$ cat src/rtl/mem_port_arbiter.sv
// Shares one memory port between instruction fetch and data load/store, alternating under contention.
// Defining MEM_ARB_TIMEOUT_EN adds a response timeout that reports err and returns zero data.
module mem_port_arbiter #(
    parameter int AW          = 32,
    parameter int DW          = 32,
    parameter int TIMEOUT_CYC = 64
) (
    input  logic          clk,
    input  logic          rst_n,
    input  logic          if_req,
    input  logic [AW-1:0] if_addr,
    output logic          if_gnt,
    output logic          if_rvalid,
    output logic [DW-1:0] if_rdata,
    input  logic          d_req,
    input  logic          d_we,
    input  logic [AW-1:0] d_addr,
    input  logic [DW-1:0] d_wdata,
    input  logic [DW/8-1:0] d_wstrb,
    output logic          d_gnt,
    output logic          d_rvalid,
    output logic [DW-1:0] d_rdata,
    output logic          m_req,
    output logic          m_we,
    output logic [AW-1:0] m_addr,
    output logic [DW-1:0] m_wdata,
    output logic [DW/8-1:0] m_wstrb,
    input  logic          m_gnt,
    input  logic          m_rvalid,
    input  logic [DW-1:0] m_rdata,
    output logic          stall,
    output logic          err
);
    typedef enum logic [1:0] {IDLE, WAIT_IF, WAIT_D} state_t;

    state_t state;
    logic   last_d;
    logic   sel_d;
    logic   arb_req;
    logic   timeout;
    logic   resp;

    // D wins a tie unless it won the previous grant, so neither side starves.
    assign sel_d   = d_req & (~if_req | ~last_d);
    assign arb_req = (state == IDLE) & (if_req | d_req);

    always_comb begin
        m_req   = arb_req;
        m_we    = 1'b0;
        m_addr  = '0;
        m_wdata = '0;
        m_wstrb = '0;
        if (arb_req) begin
            if (sel_d) begin
                m_we    = d_we;
                m_addr  = d_addr;
                m_wdata = d_wdata;
                m_wstrb = d_wstrb;
            end else begin
                m_addr  = if_addr;
            end
        end
    end

    assign if_gnt = arb_req & ~sel_d & m_gnt;
    assign d_gnt  = arb_req &  sel_d & m_gnt;

    // A response only counts while a transaction is outstanding; stale m_rvalid in IDLE is dropped.
    assign resp      = m_rvalid | timeout;
    assign if_rvalid = (state == WAIT_IF) & resp;
    assign d_rvalid  = (state == WAIT_D)  & resp;
    assign if_rdata  = timeout ? '0 : m_rdata;
    assign d_rdata   = timeout ? '0 : m_rdata;

    assign stall = (if_req & ~if_rvalid) | (d_req & ~d_rvalid);

    always_ff @(posedge clk or negedge rst_n) begin
        if (!rst_n) begin
            state  <= IDLE;
            last_d <= 1'b0;
        end else begin
            case (state)
                IDLE: begin
                    if (if_gnt) begin
                        state  <= WAIT_IF;
                        last_d <= 1'b0;
                    end else if (d_gnt) begin
                        state  <= WAIT_D;
                        last_d <= 1'b1;
                    end
                end
                WAIT_IF, WAIT_D: begin
                    if (resp) state <= IDLE;
                end
                default: state <= IDLE;
            endcase
        end
    end

`ifdef MEM_ARB_TIMEOUT_EN
    localparam int CW = $clog2(TIMEOUT_CYC + 1);

    logic [CW-1:0] wait_cnt;

    // Counter idles at zero so it starts fresh on every WAIT entry; it fires on the TIMEOUT_CYC-th silent cycle.
    assign timeout = (state != IDLE) & ~m_rvalid & (wait_cnt == CW'(TIMEOUT_CYC - 1));
    assign err     = timeout;

    always_ff @(posedge clk or negedge rst_n) begin
        if (!rst_n) begin
            wait_cnt <= '0;
        end else if ((state == IDLE) || m_rvalid || timeout) begin
            wait_cnt <= '0;
        end else begin
            wait_cnt <= wait_cnt + 1'b1;
        end
    end
`else
    assign timeout = 1'b0;
    assign err     = 1'b0;
`endif

endmodule

$ cat config.mk
export PLATFORM = sky130hd
export DESIGN_NAME = mem_port_arbiter
export DESIGN_NICKNAME = d
export VERILOG_FILES = /design/src/rtl/mem_port_arbiter.sv
export SDC_FILE = /design/constraint.sdc
export NUM_CORES = 1
export LEC_CHECK = 0
export ABC_CLOCK_PERIOD_IN_PS = 1700
export CORE_AREA = 2 2 108 110
export DETAILED_ROUTE_END_ITERATION = 12
export DIE_AREA = 0 0 110 112
export GPL_TIMING_DRIVEN = 0
export PLACE_DENSITY = 0.68
export SLEW_MARGIN = 20
export SYNTH_ARGS = -nofsm -noshare
export SYNTH_HDL_FRONTEND = slang
export SYNTH_SLANG_ARGS = --single-unit
$ cat constraint.sdc
create_clock -name clk -period 1.7 [get_ports clk]
set_clock_uncertainty 0.15 [all_clocks]
set_input_delay 0.425 -clock clk [delete_from_list [all_inputs] [get_ports clk]]
set_output_delay 0.425 -clock clk [all_outputs]
set_load 0.05 [all_outputs]
==> flow_summary_export.csv <==
group,metric,value,unit
yosys,synth-seq-cells,3,
critical_path,endpoint_kind,"output pin",
pwr,p_int,0.00339,W
sta,finalWorstSetupSlack,-439,ps
yosys,ys_warn_count,0,
run_status,status,"finished, violations left",
pwr,p_switching,0.00391,W
critical_path,cp.arrival,1560,ps
detailed_routing,avgRoutedWirePerCell,14.3,um
finish,diodes,0,
detailed_routing,antenna_left,0,
critical_path,cp_common_cell,"buf_8",
finish,final_common_cell,"clkdlybuf4s50_1",
yosys,postSynthAreaPerCell,5.94,sq um
critical_path,critical-path-slowest-cell,"dfrtp_2",
critical_path,critical_path.top_delay_family,"buffers and inverters",
finish,syn_to_final_growth,279,%
yosys,ys_seq_area_share,5.18,%
hold_path,hp-class,"in2async",
detailed_routing,drtIter0Drc,30,
clocking,cts_hold_buf,0,
detailed_routing,drt_pass1_iterations,4,
global_routing,grt_pass1_wl,14.1,mm
placed_design,dp_hpwl,7.49,mm
sta,hold_viol,0,
clocking,clk_pin_slew,30,ps
finish,mostFrequentLayoutCells,"clkdlybuf4s50_1, buf_4, dlygate4sd2_1",
yosys,synth.distinct_cells,22,
sta,period_needed,2140,ps
sta,max_freq,467,MHz
die,core,11200,sq um
global_routing,antenna_found_initial,0,
sta,rsz0062_at_grt,"true",
die,io_pins,279,
die,chipHeight,112,um
pwr,p_sw_share,53.6,%
critical_path,startpoint_type,"flip-flop",
placed_design,io_buffer_count,245,
pwr,ir_drop,1.01,mV
clocking,cts_buffers,3,
clocking,cts_tree,"yes",
yosys,synthCells,244,
clocking,clockBufferDepth,2,
pwr,p_clk_share,5.3,%
pwr,pwr-share-seq,2.0,%
critical_path,crit_buf_inv,3,
clocking,htree_num_levels,1,
die,fp-row-count,39,
detailed_routing,totalWireLength,9.44,mm
sta,timing.final.crit_share,126,%
clocking,clk_latency,230,ps
detailed_routing,drt_drc_violations_left,0,
placed_design,placed_area,4710,sq um
die,initial_core_util,13.0,%
critical_path,cp.required,1120,ps
critical_path,crit_fanout,8,
pwr,p_comb_share,92.7,%
finish,drive_above_1_share,55.6,%
global_routing,grt_overflow,0,
finish,nets,661,
run_status,violations,"negative setup slack",
clocking,cts.sink_count,3,
sta,setup_tns,-29130,ps
detailed_routing,avgViaCountPerCell,4.01,
die,dieArea,12300,sq um
die,die_w,110,um
pwr,power_density,1330,nW/um^2
sta,slew_viol_final,0,
global_routing,grt_pass1_vias,2810,
yosys,syn_nets,386,
critical_path,critical_path_class,"reg2out",
pwr,power_leakage,2.45,nW
sta,setup_violations,75,
finish,fillCellCount,1015,
global_routing,grt_max_degree,11,
job,maxCapViolations,0,
placed_design,globalplace.congestion,0.782,
clocking,cts_root_buf,"clkbuf_16",
global_routing,groute.usage.overall,14.4,%
finish,fin_area,5490,sq um
critical_path,cpPeakStageDelay,430,ps
yosys,syn-cell-area,1450,sq um
critical_path,worstPathCellList,"a21boi_4 -> buf_12 -> buf_8 -> nand2_2 -> a21oi_4 -> buf_8",
detailed_routing,vias,2652,
[cells in the mapped netlist]
master	number	area share, %
clkbuf_2	3	1.0
nand3_1	1	0.35
o22ai_1	3	1.3
a21boi_0	1	0.52
nand2_1	66	17
o21ai_1	1	0.35
conb_1	1	0.26
inv_1	5	1.3
a21o_1	1	0.52
nor2_1	1	0.26
ha_1	3	2.6
clkbuf_1	4	1.0
buf_2	10	3.5
o21ai_0	1	0.35
a21oi_1	32	11
buf_4	65	34
nand2b_1	1	0.43
and3_1	38	16
dfrtp_1	3	5.2
a21boi_4	1	1.3
a21bo_2	1	0.69
and2_1	2	0.86
[power groups by stage]
stage / Clock, W / Sequential (W) / Combinational (W)
floorplan: 0 / 0.000130 / 0.00389
global placement: 0 / 0.000133 / 0.00547
detailed placement: 0 / 0.000137 / 0.00551
CTS: 0.000387 / 0.000135 / 0.00657
global route: 0.000399 / 0.000144 / 0.00706
finish: 0.000388 / 0.000144 / 0.00677
[worst register-to-register path: stages (launching register included)]
cell	delay [ps]
dfrtp_2	430
a21boi_4	190
buf_6	160
buf_12	140
buf_4	130
buf_4	100
o22ai_1	70
[sequential cells by signal, indices dropped and copies added (netlist names)]
name / flops
state: 2
last_d: 1
[layout make-up]
cell class | count | area, sq um | share of cell area [%]
Clock buffer | 4 | 78.8 | 1.44
Sequential cell | 3 | 76.3 | 1.39
Timing Repair Buffer | 270 | 2920 | 53.2
Buffer | 82 | 746 | 13.6
Tap cell | 143 | 179 | 3.26
Inverter | 5 | 21.3 | 0.388
Multi-Input combinational cell | 154 | 1470 | 26.8
[through the flow]
step / power [W] / std cells / utilization [%] / setup WS [ps] / hold WS (ps)
finish: 0.00730 / 661 / 49.1 / -439 / 234
global route: 0.00760 / 661 / 49.1 / -480 / 248
detailed placement: 0.00565 / 632 / 42.2 / -1790 / 415
global placement: 0.00561 / 632 / 42.2 / -1780 / 395
CTS: 0.00709 / 654 / 47.9 / -429 / 243
floorplan: 0.00402 / 244 / - / -166 / -20.6
[worst paths after layout]
kind | startpoint | endpoint | slack [ps] | cells after the start
min in group clk | last_d | last_d | 500 | 2
worst max-delay path | last_d | m_addr[0] | -440 | 6
max in group asynchronous | rst_n | last_d | 1000 | 1
worst max register to register | last_d | state[0] | 190 | 6
worst min register to register | last_d | last_d | 500 | 2
worst min-delay path | rst_n | last_d | 230 | 1
[logic make-up (layout without fill, tap and decap cells)]
| kind of cell | Yosys count | count (layout) | synth area share [%] |
|---|---|---|---|
| AOI/OAI and AO/OA | 41 | 41 | 16.1 |
| adders and majority gates | 3 | 3 | 2.59 |
| buffers and inverters | 87 | 361 | 40.5 |
| DFF | 3 | 3 | 5.18 |
| other | 1 | 1 | 0.259 |
| and+or+nand+nor | 109 | 109 | 35.4 |
[what timing repair did]
item,CTS,global route
pin swaps,6,3
cloned,3,0
resized for setup,697,23
buffers inserted,15,10
hold endpoints to repair,0,0
endpoints found under the setup margin,142,75
[metal layers]
metal  up-vias  GRT usage [%]  part of all wire (%)
li1       1282              -                     -
met1      1223           16.0                    36
met2       130           27.8                    55
met3        17           1.87                   7.0
met4         0           3.71                   2.0
met5         -              0                     0
(Power assumes the default switching activity.)
==> edit 1: new RTL, same flow settings <==
The option `MEM_ARB_TIMEOUT_EN` is turned on by a define.
--- a/src/rtl/mem_port_arbiter.sv
+++ b/src/rtl/mem_port_arbiter.sv
@@ -1,5 +1,7 @@
 // Shares one memory port between instruction fetch and data load/store, alternating under contention.
 // Defining MEM_ARB_TIMEOUT_EN adds a response timeout that reports err and returns zero data.
+`define MEM_ARB_TIMEOUT_EN
+
 module mem_port_arbiter #(
     parameter int AW          = 32,
     parameter int DW          = 32,
Behaviour: same outputs for any inputs over 10 cycles, from zero or initial values and one cycle with rst_n low; that may be too few to reach the edited logic, so the function may still have changed.
==> edit 1 against the original RTL <==
- the run still ends with setup timing left
- non-clock buffer count up 8
- fmax down 14%
- sequential cell count up 7
- power up 2.7%
- area after synthesis up 18%
- cell area up 22%
- setup slack worse by 350 ps
- wire length up 19%
- core utilization up 11 points
- largest power group unchanged
==> edit 1: results (changes against the original RTL) <==
* Power per Cell Area at 1120 nW/um2 (was 1330 nW/um2)
* Syn_nets at 356 (was 386)
* Setup slack after layout at -790 ps (was -439 ps)
* DRC violation total after the first TritonRoute iteration at 63 (was 30)
* Leak pwr at 0.00313 uW (was 0.00245 uW)
* IO Port Bufs at 277 (was 245)
* Diodes inserted at 0 (unchanged)
* Failing checks: setup timing (unchanged)
* Vias post-DR at 2741 (was 2652)
* Post-DP HPWL at 8780 um (was 7490 um)
* Setup TNS at -92140 ps (was -29130 ps)
* Area contributors post-synth: a22o_1 17%, dfrtp_1 15%, buf_4 14% (was buf_4 34%, nand2_1 17%, and3_1 16%)
* Post-Route WL at 11200 um (was 9440 um)
* Total GRT Usage at 0.169 (was 0.144)
* Worst slack, placed at -1540 ps (was -1790 ps)
* Synthesized area per cell at 8.04 um2 (was 5.94 um2)
* Hold Path Class: reg -> reg (was in -> async)
* FF-to-FF setup slack at 70 ps (was 190 ps)
* Vias in the first global route at 2898 (was 2810)
* Top Registers: wait_cnt x7, state x2, last_d x1 (was state x2, last_d x1)
* Initial antenna violation count at 0 (unchanged)
* Largest net degree at the start of global routing at 11 (unchanged)
* CTS max path bufs at 2 (unchanged)
* CP arrival at 1920 ps (was 1560 ps)
* Comb pwr at 6690 uW (was 6770 uW)
* Netlist cell types at 31 (was 22)
* Final setup vio count at 140 (was 75)
* Top_reg_cell synth: dfrtp_1 (unchanged)
* Hold Crit Depth at 1
* Asr flop ratio synth at 1.00 (unchanged)
* Clk_lat worst skew at 240 ps
* CTS clk-pin slew, worst paths at 40 ps
* Critical path fanouts, max at 5 (was 8)
* Num CTS Buffers at 3 (unchanged)
* Drt first pass iters at 4 (unchanged)
* H-Tree Depth at 1 (unchanged)
* Status: finished, violations left (unchanged)
* Layout Cells excl Fill at 672 (was 661)
* Switching power total at 3560 uW (was 3910 uW)
* Clock Tree Root: clkbuf_16 (unchanged)
* Worst Hold Slack at 342 ps (was 234 ps)
* Worst r2r path cells at 6 (unchanged)
* YS warnings at 0 (unchanged)
* Post-DP Area at 5500 um2 (was 4710 um2)
* Power of the sequential group at 334 uW (was 144 uW)
* First-pass GRT wire length at 16100 um (was 14100 um)
* Endpoints failing hold at 0 (unchanged)
* Maximum vdd drop at 0.964 mV (was 1.01 mV)
* Remaining DRCs at 0 (unchanged)
* Layout cells sized above 1 at 0.652 (was 0.556)
* Slew @ Worst Pin at 480 ps
* Top cells by count, synth: 38 x and2_1, 33 x a22o_1, 33 x buf_4 (was 66 x nand2_1, 65 x buf_4, 38 x and3_1)
* Final GP Congestion at 0.810 (was 0.782)
* Post-synthesis sequential area ratio at 0.146 (was 0.0518)
* Placed Instances at 633 (was 632)
==> edit 1: layer usage <==
| metal | part of all wire | wire length, um | global-route usage | up-vias |
|---|---|---|---|---|
| met5 | 0 | 0 | 0 | - |
| met4 | 0.011 | 126 | 0.0304 | 0 |
| met3 | 0.071 | 801 | 0.0281 | 12 |
| met2 | 0.58 | 6460 | 0.341 | 114 |
| met1 | 0.34 | 3840 | 0.176 | 1286 |
| li1 | - | - | - | 1329 |
==> edit 1: worst paths after layout <==
kind / from / endpoint
max in group asynchronous: rst_n / wait_cnt[3]$_DFF_PN0_
setup / recovery: state[0]$_DFFE_PN0P_ / if_rdata[18]
hold / removal: wait_cnt[5]$_DFF_PN0_ / wait_cnt[6]$_DFF_PN0_
setup reg to reg: state[1]$_DFFE_PN0P_ / last_d$_DFFE_PN0P_
hold reg to reg: wait_cnt[5]$_DFF_PN0_ / wait_cnt[6]$_DFF_PN0_
min in group asynchronous: rst_n / state[1]$_DFFE_PN0P_
==> edit 1: cell families after synthesis <==
family / synth area share
flops: 0.146
xor+xnor: 0.0153
compound gates: 0.224
buf+inv: 0.227
simple gates: 0.358
fa+ha+maj: 0.0292
==> edit 1: cell type report <==
class	instances	area, um2
fill	871	4460
tap	143	179
buffer	42	554
multi-input combinational	149	1730
timing repair buffer	318	3890
clock buffer	4	88.8
inverter	6	22.5
sequential	10	250
==> edit 1: timing repair <==
| action | CTS | global route |
|---|---|---|
| setup buffers | 27 | 5 |
| cloned | 9 | 2 |
| resized for setup | 1072 | 42 |
| pin swaps | 7 | 1 |
| endpoints found under the setup margin | 140 | 143 |
==> edit 1: worst max-delay path: stages, from the launching register on <==
cell and delay (ps):
dfrtp_1 360, inv_2 60, ha_4 190, nor4_4 330, buf_12 160, buf_12 130, buf_16 130, nor2b_4 50
buf_6 110, buf_8 140
==> edit 2: new RTL, same flow settings <==
Made on the original files. Encoding of `state_t`: now one-hot (3 bits for 3 states).
--- a/src/rtl/mem_port_arbiter.sv
+++ b/src/rtl/mem_port_arbiter.sv
@@ -31,7 +31,7 @@
     output logic          stall,
     output logic          err
 );
-    typedef enum logic [1:0] {IDLE, WAIT_IF, WAIT_D} state_t;
+    typedef enum logic [2:0] {IDLE = 3'b001, WAIT_IF = 3'b010, WAIT_D = 3'b100} state_t;
 
     state_t state;
     logic   last_d;
Formal check against the unedited RTL: no difference found for any inputs over 10 cycles, from zero or initial values and one cycle with rst_n low; not proved beyond that.
==> edit 2 against the original RTL <==
- setup slack worse by 150 ps
- die area unchanged
- wire length down 7.1%
- clock power down 1%
- via count down 2.8%
- power down 27%
- critical endpoint is now m_addr[4]
- cell area down 3.8%
- count of clock-buffer cells in the layout unchanged
- non-clock buffer count down 9
- the run still ends with setup timing left
- sequential cell count up 1
- fmax down 6.5%
- area after synthesis up 4.0%
- global-route usage down 1.4 points
==> edit 2: results (changes against the original RTL) <==
* Status: finished, violations left (unchanged)
* Failing checks: setup timing (unchanged)
* Top Registers: state x3, last_d x1 (was state x2, last_d x1)
* # nets final at 649 (was 661)
* Worst Hold Slack at 253 ps (was 234 ps)
* Final setup vio count at 75 (unchanged)
* CTS max path bufs at 2 (unchanged)
* H-Tree Depth at 1 (unchanged)
* FF-to-FF setup slack at 100 ps (was 190 ps)
* Layout cells sized above 1 at 0.511 (was 0.556)
* Top_reg_cell synth: dfrtp_1 (unchanged)
* Post-DP HPWL at 7170 um (was 7490 um)
* CP arrival at 1710 ps (was 1560 ps)
* FF-to-FF End: last_d$_DFFE_PN0P_ (was state[0]$_DFFE_PN0P_)
* Post-synthesis sequential area ratio at 0.0673 (was 0.0518)
* Worst r2r path cells at 5 (was 6)
* Setup slack after layout at -589 ps (was -439 ps)
* Fillers at 1079 (was 1015)
* Slowest CP cell: dfstp_2 (was dfrtp_2)
* Maximum vdd drop at 0.543 mV (was 1.01 mV)
* Max-Slew Margin vs Limit at 0.660
* Adder-cell share of the synthesized area at 0 (was 0.0259)
* Netlist cell types at 28 (was 22)
* Vias in the first global route at 2618 (was 2810)
* Max incr delay on CP at 510 ps (was 430 ps)
* DRC violation total after the first TritonRoute iteration at 33 (was 30)
* Post-Synth XOR/XNOR Area at 0.00581 (was 0)
* Area contributors post-synth: buf_4 34%, nand2_1 17%, and3_1 12% (was buf_4 34%, nand2_1 17%, and3_1 16%)
* DR WL/cell at 13.5 um (was 14.3 um)
* First-pass GRT wire length at 12900 um (was 14100 um)
* Final GP Congestion at 0.844 (was 0.782)
* Top cells by count, synth: 68 x buf_4, 67 x nand2_1, 33 x a21oi_1 (was 66 x nand2_1, 65 x buf_4, 38 x and3_1)
* Reg2reg start: state[0]$_DFFE_PN1P_ (was last_d$_DFFE_PN0P_)
* Cell family contributing the most delay on the critical path: flip-flops (was buffers and inverters)
* Switching power total at 2770 uW (was 3910 uW)
* Vias per inst at 3.96 (was 4.01)
* Initial antenna violation count at 0 (unchanged)
* Synth Area in Compound Gates at 0.157 (was 0.161)
* Num CTS Buffers at 3 (unchanged)
* Worst slack, placed at -1640 ps (was -1790 ps)
* Syn_nets at 383 (was 386)
* Critical path fanouts, max at 5 (was 8)
* Leak pwr at 0.00235 uW (was 0.00245 uW)
* YS warnings at 0 (unchanged)
* Total GRT Usage at 0.130 (was 0.144)
## edit 2: changes by cell type after synthesis, moves of 2 or more
cell | unedited run | this run
and3_1 | 38 | 29
and3_2 | 0 | 8
buf_2 | 10 | 7
buf_4 | 65 | 68
ha_1 | 3 | 0
and2_1 | 2 | 0
inv_1 | 5 | 3
o22ai_1 | 3 | 1
## edit 2: logic make-up (layout without fill, tap and decap cells)
logic type,after synthesis,count (layout)
other cells,1,1
xor+xnor,1,1
simple gates,112,112
flops,4,4
compound gates,41,41
buf+inv,85,350
## edit 2: layout make-up
type,instances,area [um2],share of cell area
repair buffers,261,2840,0.538
multi-input cells,155,1380,0.261
plain buffers,82,684,0.130
well taps,143,179,0.0339
flip-flops and latches,4,103,0.0194
clock buffers,4,78.8,0.0149
inverters,3,15.0,0.00284
## edit 2: per-layer routing
| layer | share of wire | routed length, um | track usage | vias up |
|---|---|---|---|---|
| li1 | - | - | - | 1267 |
| met1 | 0.35 | 3040 | 0.142 | 1155 |
| met2 | 0.53 | 4650 | 0.247 | 150 |
| met3 | 0.12 | 1010 | 0.0351 | 7 |
| met4 | 0.0087 | 76 | 0.0219 | 0 |
| met5 | 0 | 0 | 0 | - |
## edit 2: timing repair
item,CTS,global route
hold buffers,0,0
gates resized for setup,671,14
endpoints found under the setup margin,142,75
pin swaps,17,1
gates cloned,4,0
buffers inserted,10,2
## edit 2: stage by stage
stage	power, uW	TNS (ps)	cells	utilization	instance area, um2
after floorplan	2920	-20630	244	-	2060
after global placement	4120	-127200	632	0.420	4700
after detailed placement	4150	-127980	632	0.420	4700
after CTS	5270	-40700	650	0.468	5230
after global routing	5530	-44250	652	0.473	5280
final	5300	-39790	652	0.473	5280
## edit 2: worst max-delay path by stage
stage,slack (ps),endpoint,start
4_1_cts,-610,m_wdata[18],state[0]$_DFFE_PN1P_
6_report,-590,m_addr[4],state[0]$_DFFE_PN1P_
2_1_floorplan,-330,m_addr[22],state[0]$_DFFE_PN1P_
5_1_grt,-650,m_wdata[18],state[0]$_DFFE_PN1P_
3_5_place_dp,-1640,m_addr[2],d_req
3_3_place_gp,-1620,m_addr[0],d_req
## edit 2: power by group through the flow
stage / sequential [uW] / combinational, uW / clock [uW]
3_5_place_dp: 167 / 3980 / 0
3_3_place_gp: 165 / 3950 / 0
6_report: 164 / 4760 / 383
2_1_floorplan: 160 / 2760 / 0
5_1_grt: 168 / 4970 / 396
4_1_cts: 164 / 4720 / 385
